**src/rtl/audio_sample_conditioner_if.sv**
```systemverilog
// Sample-stream handshake between audio_sample_conditioner and its consumer.
// master drives m_data/m_valid, slave answers with m_ready.
interface audio_sample_conditioner_if;
    logic [15:0] m_data;
    logic        m_valid;
    logic        m_ready;

    modport master (output m_data, output m_valid, input m_ready);
    modport slave  (input m_data, input m_valid, output m_ready);
endinterface

```
**src/rtl/audio_sample_conditioner.sv**
```systemverilog
// Decimates the XADC aux reading into a signed 16-bit audio stream (boxcar of 2^OSR_LOG2 sub-samples).
// Optional first-order DC blocker enabled by defining AUDIO_DCBLOCK_EN.
module audio_sample_conditioner #(
    parameter int unsigned SUB_DIV  = 520,
    parameter int unsigned OSR_LOG2 = 2,
    parameter int unsigned DC_SHIFT = 10
) (
    input  logic                               CLK100MHZ,
    input  logic                               rst,
    input  logic [15:0]                        aux_data,
    audio_sample_conditioner_if.master         m,
    output logic                               overrun
);

    localparam int unsigned TICK_W = (SUB_DIV > 1) ? $clog2(SUB_DIV) : 1;
    localparam int unsigned ACC_W  = 12 + OSR_LOG2;

    localparam logic [0:0] ST_ACC    = 1'b0;
    localparam logic [0:0] ST_FILTER = 1'b1;

    logic [TICK_W-1:0]   tick_cnt;
    logic                tick;
    logic [OSR_LOG2-1:0] sub_cnt;
    logic [ACC_W-1:0]    acc;
    logic [ACC_W-1:0]    sum;
    logic [ACC_W-1:0]    hold;
    logic [0:0]          state;
    logic [11:0]         avg;
    logic [15:0]         x;
    logic [15:0]         y;

    assign tick = (tick_cnt == TICK_W'(SUB_DIV - 1));
    assign sum  = acc + ACC_W'(aux_data[15:4]);

    always_ff @(posedge CLK100MHZ) begin
        if (rst) begin
            tick_cnt <= '0;
            sub_cnt  <= '0;
            acc      <= '0;
            hold     <= '0;
            state    <= ST_ACC;
        end else begin
            tick_cnt <= tick ? '0 : tick_cnt + 1'b1;
            if (state == ST_FILTER)
                state <= ST_ACC;
            if (tick) begin
                sub_cnt <= sub_cnt + 1'b1;
                if (sub_cnt == '1) begin
                    hold  <= sum;
                    acc   <= '0;
                    state <= ST_FILTER;
                end else begin
                    acc <= sum;
                end
            end
        end
    end

    // Offset-binary to two's complement: subtracting 2048 from a 12-bit value flips its MSB.
    assign avg = hold[ACC_W-1:OSR_LOG2];
    assign x   = {~avg[11], avg[10:0], 4'b0000};

`ifdef AUDIO_DCBLOCK_EN
    localparam int unsigned DC_W = 16 + DC_SHIFT;

    logic signed [DC_W-1:0] dc_acc;
    logic signed [15:0]     est;
    logic signed [16:0]     diff;

    assign est  = dc_acc[DC_W-1:DC_SHIFT];
    assign diff = $signed({x[15], x}) - $signed({est[15], est});

    always_comb begin
        y = diff[15:0];
        if (diff[16] != diff[15])
            y = diff[16] ? 16'h8000 : 16'h7FFF;
    end

    always_ff @(posedge CLK100MHZ) begin
        if (rst)
            dc_acc <= '0;
        else if (state == ST_FILTER)
            dc_acc <= dc_acc + {{(DC_W-17){diff[16]}}, diff};
    end
`else
    assign y = x;
`endif

    // A load on the same edge as an acceptance keeps m_valid high and is not an overrun.
    always_ff @(posedge CLK100MHZ) begin
        if (rst) begin
            m.m_data  <= '0;
            m.m_valid <= 1'b0;
            overrun   <= 1'b0;
        end else if (state == ST_FILTER) begin
            m.m_data  <= y;
            m.m_valid <= 1'b1;
            if (m.m_valid && !m.m_ready)
                overrun <= 1'b1;
        end else if (m.m_valid && m.m_ready) begin
            m.m_valid <= 1'b0;
        end
    end

endmodule

```
**src/flat_wrapper.sv**
```systemverilog
// flat-port wrapper written by rule: the top's interface ports become plain ports
module audio_sample_conditioner_flat 
#(
    parameter int unsigned SUB_DIV  = 520,
    parameter int unsigned OSR_LOG2 = 2,
    parameter int unsigned DC_SHIFT = 10
)
  (CLK100MHZ, rst, aux_data, overrun, m_m_data, m_m_valid, m_m_ready);
  audio_sample_conditioner_if m_i ();
  input  logic CLK100MHZ;
  input  logic rst;
  input  logic [15:0] aux_data;
  output logic overrun;
  output wire logic [$bits(m_i.m_data)-1:0] m_m_data;
  output wire logic [$bits(m_i.m_valid)-1:0] m_m_valid;
  input wire logic [$bits(m_i.m_ready)-1:0] m_m_ready;
  assign m_m_data = m_i.m_data;
  assign m_m_valid = m_i.m_valid;
  assign m_i.m_ready = m_m_ready;
  audio_sample_conditioner #(.SUB_DIV(SUB_DIV), .OSR_LOG2(OSR_LOG2), .DC_SHIFT(DC_SHIFT)) u_core (.CLK100MHZ(CLK100MHZ), .rst(rst), .aux_data(aux_data), .m(m_i), .overrun(overrun));
endmodule
```
**config.mk**
```make
export PLATFORM = sky130hd
export DESIGN_NAME = audio_sample_conditioner_flat
export DESIGN_NICKNAME = d
export VERILOG_FILES = /design/src/rtl/audio_sample_conditioner_if.sv /design/src/rtl/audio_sample_conditioner.sv /design/src/flat_wrapper.sv
export SDC_FILE = /design/constraint.sdc
export NUM_CORES = 1
export LEC_CHECK = 0
export BUFFER_PORTS_ARGS = -buffer_cell sky130_fd_sc_hd__buf_4
export CORE_ASPECT_RATIO = 1.1
export CORE_MARGIN = 4
export CORE_UTILIZATION = 53
export CTS_BUF_LIST = sky130_fd_sc_hd__clkbuf_4 sky130_fd_sc_hd__clkbuf_8
export DETAILED_ROUTE_END_ITERATION = 8
export PLACE_DENSITY = 0.77
export SLEW_MARGIN = 40
export SYNTH_ARGS = -nofsm -noshare
export SYNTH_HDL_FRONTEND = slang
export SYNTH_SLANG_ARGS = --single-unit
export TNS_END_PERCENT = 50
```
**constraint.sdc**
```tcl
create_clock -name CLK100MHZ -period 2.3 [get_ports CLK100MHZ]
set_clock_uncertainty 0.2 [all_clocks]
set_input_delay 0.23 -clock CLK100MHZ [delete_from_list [all_inputs] [get_ports CLK100MHZ]]
set_output_delay 0.23 -clock CLK100MHZ [all_outputs]
set_load 0.03 [all_outputs]
```
### Word level (Yosys, flattened, before mapping)

Index checks and enable logic that the tools add are counted.

* register bits: 55
* input port bits: 19
* output and inout port bits: 18
* logic and storage cells: 27

* add/subtract/negate cells: 3
* equal/unequal tests: 2
* mux-type cells: 4
* bitwise operators: 2
* reductions and logical operators: 8

Operators with widths (count)
* $add 14x12->14: 1
* $mux 14: 1
* $add 10x1->10 const B: 1
* $eq 10x10->1 const B: 1
* $reduce_and 2->1: 2
* $reduce_or 2->1: 2
* $mux 1: 3
* $add 2x1->2 const B: 1
* $eq 2x2->1 const B: 1
* $logic_and 1x1->1: 2
* $not 1->1: 2
* $reduce_bool 2->1: 1
* $logic_not 1->1: 1

### Depth between registers and ports, before layout

Gate-level depths: netlist of run 1.

* depth in word-level cells: 3
* mapped depth: 8
* depth with buffers taken out: 7

### Worst setup path after synthesis of run 1

Ideal clock, no wire load.

* path type: reg2reg
* start: register u_core.acc[0]
* end: register u_core.acc[10]
* setup time: 0.059 ns
* data arrival time: 2.153 ns
* required time: 2.041 ns
* path slack: -0.113 ns
* stages on the path, launching flop included: 8
* path buffers: 0
* period minus slack after synthesis: 2.413 ns
* cells stage by stage: dfxtp_1 > ha_1 > fa_1 > a211o_1 > a211o_1 > a311o_1 > mux2_4 > nand2_1

* word-level cells in the longest chain between the ends: 2

Ends and longest elaborated chain
* start, declared: line audio_sample_conditioner.sv:24 `logic [ACC_W-1:0] acc;`
* start signal, assigned: line audio_sample_conditioner.sv:53 `acc <= sum;`
* $add 14x12->14: line audio_sample_conditioner.sv:33 `assign sum = acc + ACC_W'(aux_data[15:4]);`
* $mux 14: line audio_sample_conditioner.sv:48 `if (sub_cnt == '1) begin`

No other way between the ends.
A chain may end at the register's enable or synchronous reset.

### Worst setup path in the final report of run 1

* start: register u_core.acc[0]
* end: register u_core.hold[10]

* word-level cells in the longest chain between the ends: 1

Ends and longest elaborated chain
* $add 14x12->14: line audio_sample_conditioner.sv:33
* end signal, assigned: line audio_sample_conditioner.sv:49 `hold <= sum;`
* end, declared: line audio_sample_conditioner.sv:26 `logic [ACC_W-1:0] hold;`

No other way between the ends.

==> reports/qor.yml, run 1 <==
cts:
  clock_sinks: 53
  htree_levels: 2
  cts_buffer_depth: 2
  clock-root-buffer: "clkbuf_8"
  cts_made_buffers: 5
  clk_latency_ps: 310
  path_clk_slew_ps: 90
  cts_tree: "built"
detailed_routing:
  vias: 2295
  finalWirelength_mm: 5.85
  drt_iter0_drc: 118
  ant_nets: 0
  post-route-drc-count: 0
  routed_via_density: 5.82
  wire_per_inst_um: 14.8
  first_pass_iters: 4
synthesis:
  synth.distinct_cells: 48
  async_flop_share_pct: 0
  synth_ff_type: "dfxtp_1"
  seq_area_frac_synth_pct: 40.0
  synth_edf_count: 0
  syn-cell-area_mm2: 0.00266
  syn_area_per_cell_um2: 8.91
  synth_seq_cells: 53
  synthCells: 298
  yosys_warnings: 0
pwr:
  p_per_area_mw_per_mm2: 501
  vdd_ir_drop_max_uv: 363
  finalPower_uw: 1570
  leakagePower_uw: 0.00135
setup_path:
  critPathCaptureType: "register"
  crit_top_cell: "a211o_1"
  cp_top_family: "compound AO/OA/AOI/OAI gates"
  critical_path_class: "reg -> reg"
  critPathRequiredTime_ps: 2330
  max_stage_delay_ps: 350
  worstPathArrival_ps: 2500
  crit_path_start_kind: "register"
  worstPathCellList: "ha_4, fa_2, a211o_1, a211o_1, a311o_1, a21o_1, a31oi_1"
  crit_buf_inv: 0
  cp_slowest_cell: "dfxtp_2"
  crit_fanout: 3
sta:
  relSlewSlack_pct: 46.7
  finalCriticalPeriod_ps: 2460
  finalHoldViolCount: 0
  tightest_slew_ps: 799
  finalSetupViolCount: 7
  rsz0062_at_grt: "true"
  slew_violations: 0
  fin_ws_ps: -163
  post-route-period-util_pct: 107
  fmaxAchievable_mhz: 406
floorplan:
  core_mm2: 0.00475
  ios: 37
  die_y_um: 82.2
  rows: 26
  die_area_mm2: 0.00621
  die_x_um: 75.5
  start_util_pct: 55.9
worst_hold_path:
  hold_class: "in -> reg"
finish:
  nets: 371
  final_area_mm2: 0.00314
  final_util_pct: 66.1
  drive_above_1_share_pct: 20.7
  diodes: 0
  stdcell_count: 394
  area_delta_synth_final_pct: 18.2
placement:
  place.gp.congestion: 0.860
  placed_area_mm2: 0.00297
  place_hpwl_mm: 4.20
  dp.cells: 381
  portBuffers: 28
run_status:
  status: "finished, violations left"
  violations: "setup timing"
grt:
  grt_start_max_net_pins: 34
  antenna_found_initial: 0
  grt_pass1_vias: 2067
  grt_pass1_wl_mm: 9.44
  grt_usage_pct: 19.7
  grt-ovfl-total: 0
run:
  maxCapViolCount: 0
worst paths after layout:
check / start / to / slack (ps) / cells past startpoint
worst max-delay path: u_core.acc[0] / u_core.hold[10] / -160 / 7
worst max register to register: u_core.acc[0] / u_core.hold[10] / -160 / 7
worst min register to register: u_core.hold[13] / u_core.m.m_data[15] / 240 / 1
worst min-delay path: aux_data[4] / u_core.acc[0] / 80 / 3
cells by family (layout without fill, tap and decap cells):
| logic type | after synthesis | after routing | synth area share, % |
|---|---|---|---|
| compound gates | 67 | 67 | 18.1 |
| xor+xnor | 15 | 15 | 4.95 |
| fa+ha+maj | 15 | 15 | 7.35 |
| buf+inv | 23 | 60 | 4.05 |
| flops | 53 | 53 | 40.0 |
| mux | 13 | 13 | 5.09 |
| other cells | 1 | 4 | 0.141 |
| simple gates | 111 | 111 | 20.3 |
state kept, by name, indices dropped and copies added (netlist names):
signal            cells
u_core.overrun        1
u_core.m.m_data      12
u_core.acc           14
u_core.tick_cnt      10
u_core.m.m_valid      1
u_core.hold          12
u_core.sub_cnt        2
u_core.state          1
power by group:
group          switching, uW  internal, uW  leakage [uW]
registers               2.80           921      0.000428
logic                   68.0          45.1      0.000873
clock network            306           229     0.0000490
total                    377          1200       0.00135
worst register-to-register path: stages (launching register included):
cell and delay (ps):
dfxtp_2 350, ha_4 160, fa_2 340, a211o_1 340, a211o_1 310, a311o_1 330, a21o_1 200, a31oi_1 160
final cells by class:
class	count	area [um^2]
fillers	419	1610
multi-input cells	225	1540
flip-flops and latches	53	1060
repair buffers	47	355
clock buffers	6	76.3
well taps	56	70.1
inverters	5	18.8
clock inverters	2	13.8
layer usage:
metal  vias to the layer above  wire length [um]  global-route usage [%]
li1                       1148                 -                       -
met1                      1090              2490                    24.0
met2                        49              3030                    35.1
met3                         8               248                    3.63
met4                         0                78                    5.24
met5                         -                 0                       0
repair_timing:
item	in CTS	in global routing
hold endpoints to repair	1	0
endpoints found under the setup margin	4	10
gates resized for setup	3	10
setup buffers	0	4
pin swaps	1	6
hold buffers	1	0
stage by stage:
step | setup TNS, ps | hold WS (ps) | setup WS, ps
6_report | -729 | 80.6 | -163
5_1_grt | -1270 | 80.2 | -209
4_1_cts | -244 | 74.7 | -131
3_5_place_dp | -397 | 236 | -148
3_3_place_gp | -279 | 227 | -123
2_1_floorplan | -38.0 | 213 | -28.8
layout by cell type (no fill, tap or decap), drive strengths merged, types with 7 or more instances in the layout:
master	instances
a21o	8
a21oi	10
and3	7
buf	46
dfxtp	53
ha	14
mux2i	12
nand2	25
nand3	19
nor2	37
o21ai	10
xnor2	7
xor2	8
synthesized netlist by cell type, types with 4 or more instances:
cell type  instances  area, um^2
dfxtp_1           53        1060
nor2_1            37         139
nand2_1           25        93.8
nand3_1           19        95.1
ha_1              14         175
mux2i_1           12         120
a21oi_1           10        50.1
o21ai_0           10        50.1
clkbuf_1           8        30.0
xor2_1             8        70.1
and3_1             7        43.8
xnor2_1            7        61.3
a21o_1             6        45.0
a22o_1             5        43.8
a31oi_1            5        31.3
buf_4              5        37.5
inv_1              5        18.8
o211ai_1           5        37.5
a211oi_1           4        30.0
and2_1             4        25.0
nand4_1            4        25.0
Power figures use the tool's default switching activity.
==> run 2: changes to the inputs <==
GPL_TIMING_DRIVEN = 0   (was not set)
==> reports/qor.yml, run 2 (synthesis results as in run 1) <==
worst_hold_path:
  hold_class: "in -> reg"
grt:
  grt-ovfl-total: 0
  grt_usage_pct: 20.6
  antenna_found_initial: 0
  grt_start_max_net_pins: 19
  grt_pass1_wl_mm: 9.85
  grt_pass1_vias: 2204
floorplan:
  start_util_pct: 55.9
  die_y_um: 82.2
  die_area_mm2: 0.00621
  ios: 37
  die_x_um: 75.5
  core_mm2: 0.00475
  rows: 26
cts:
  clock_sinks: 53
  cts_buffer_depth: 2
  clock-root-buffer: "clkbuf_8"
  cts_made_buffers: 5
  cts_tree: "built"
  htree_levels: 2
  postCtsHoldBufs: 0
  path_clk_slew_ps: 110
  clk_latency_ps: 320
setup_path:
  crit_fanout: 3
  r2r_slack_ps: -120
  cp.depth: 7
  rr_worst_depth: 7
  worstPathArrival_ps: 2490
  r2r_start: "u_core.acc[0]"
  critical_path_class: "reg -> reg"
  rr_endpoint: "u_core.acc[10]"
  cp_slowest_cell: "dfxtp_2"
  crit_buf_inv: 0
  critPathRequiredTime_ps: 2370
  crit_top_cell: "a211o_1"
  worstPathCellList: "ha_4, fa_2, a211o_1, a211o_1, a311o_1, mux2_4, nand2_1"
  crit_end: "u_core.acc[10]"
  max_stage_delay_ps: 350
  critPathCaptureType: "register"
  cp_top_family: "compound AO/OA/AOI/OAI gates"
  crit_start: "u_core.acc[0]"
  crit_path_start_kind: "register"
placement:
  dp.cells: 385
  portBuffers: 28
  place_ws_ps: -198
  place_hpwl_mm: 4.39
  place.gp.congestion: 0.911
detailed_routing:
  first_pass_iters: 4
  ant_nets: 0
  routed_via_density: 5.78
  finalWirelength_mm: 6.11
  wire_per_inst_um: 15.4
  drt_iter0_drc: 139
  post-route-drc-count: 0
  vias: 2288
sta:
  slew_violations: 0
  hold_ws_ps: -6.56
  fin_ws_ps: -121
  fmaxAchievable_mhz: 413
  finalCriticalPeriod_ps: 2420
  post-route-period-util_pct: 105
  relSlewSlack_pct: 60.0
  finalSetupViolCount: 7
  tightest_slew_ps: 599
  finalHoldViolCount: 1
  rsz0062_at_grt: "true"
pwr:
  clkPwrFrac_pct: 35.3
  netSwitchingFraction_pct: 25.9
  pwr-share-comb_pct: 7.1
  p_switching_uw: 415
  p_int_uw: 1190
  p_per_area_mw_per_mm2: 512
  leakagePower_uw: 0.00133
  p_seq_share_pct: 57.6
  vdd_ir_drop_max_uv: 313
finish:
  nets: 373
  diodes: 0
  fillCellCount: 392
  final_util_pct: 66.0
  area_delta_synth_final_pct: 18.1
  mostFrequentLayoutCell: "dfxtp_1"
  regMostFlops: "u_core.acc"
  mostFrequentLayoutCells: "52 x dfxtp_1, 37 x nor2_1, 37 x buf_4"
  reg.largest.list: "u_core.acc (14), u_core.hold (12), u_core.m.m_data (12)"
  drive_above_1_share_pct: 20.3
  stdcell_count: 396
  largest_register_ffs: 14
run_status:
  violations: "hold timing, setup timing"
  status: "finished, violations left"
run:
  maxCapViolCount: 0
[run 2: repair_timing]
action	in CTS	in global routing
gates resized for setup	7	10
gates cloned	0	0
setup endpoints to repair	12	16
pin swaps	4	6
buffers inserted	2	2
[run 2: worst min path at each step]
stage,slack [ps],endpoint,from,cells after the start
finish,-7,u_core.m.m_valid,m_m_ready,4
global route,10,u_core.m.m_valid,m_m_ready,4
CTS,2,u_core.m.m_valid,m_m_ready,4
detailed placement,240,u_core.m.m_data[15],u_core.hold[13],1
global placement,230,u_core.tick_cnt[0],u_core.tick_cnt[0],1
floorplan,210,u_core.tick_cnt[0],u_core.tick_cnt[0],1
[run 2: final cells by class]
| cell class | instances | area, um^2 | area share, % |
|---|---|---|---|
| clock buffers | 5 | 68.8 | 2.19 |
| plain buffers | 17 | 86.3 | 2.75 |
| multi-input cells | 225 | 1560 | 49.9 |
| well taps | 56 | 70.1 | 2.23 |
| repair buffers | 32 | 240 | 7.66 |
| clock inverters | 3 | 25.0 | 0.798 |
| flip-flops and latches | 53 | 1060 | 33.9 |
| inverters | 5 | 18.8 | 0.599 |
[run 2: metrics by stage]
stage / power (uW) / setup TNS [ps] / cell area [um^2]
finish: 1600 / -536 / 3140
global route: 1660 / -1020 / 3140
CTS: 1610 / -307 / 3080
detailed placement: 1060 / -1390 / 2950
global placement: 1050 / -931 / 2950
floorplan: 1010 / -38.0 / 2670
[run 2: routing by layer]
layer | GRT usage [%] | up-vias | wire [um]
met4 | 8.04 | 0 | 119
met1 | 24.3 | 1066 | 2620
met3 | 3.63 | 13 | 237
met2 | 36.7 | 51 | 3130
li1 | - | 1158 | -
met5 | 0 | - | 0
[run 2: worst min-delay path, cell delays in order]
cell and delay (ps):
buf_4 70, nor2b_1 40, nor2_1 90, nor2_1 40
[run 2: power by group through the flow]
stage / sequential (uW) / combinational [uW] / clock, uW
after floorplan: 945 / 70.0 / 0
after global placement: 945 / 108 / 0
after detailed placement: 946 / 110 / 0
after CTS: 924 / 112 / 570
after global routing: 925 / 126 / 606
final: 924 / 114 / 566
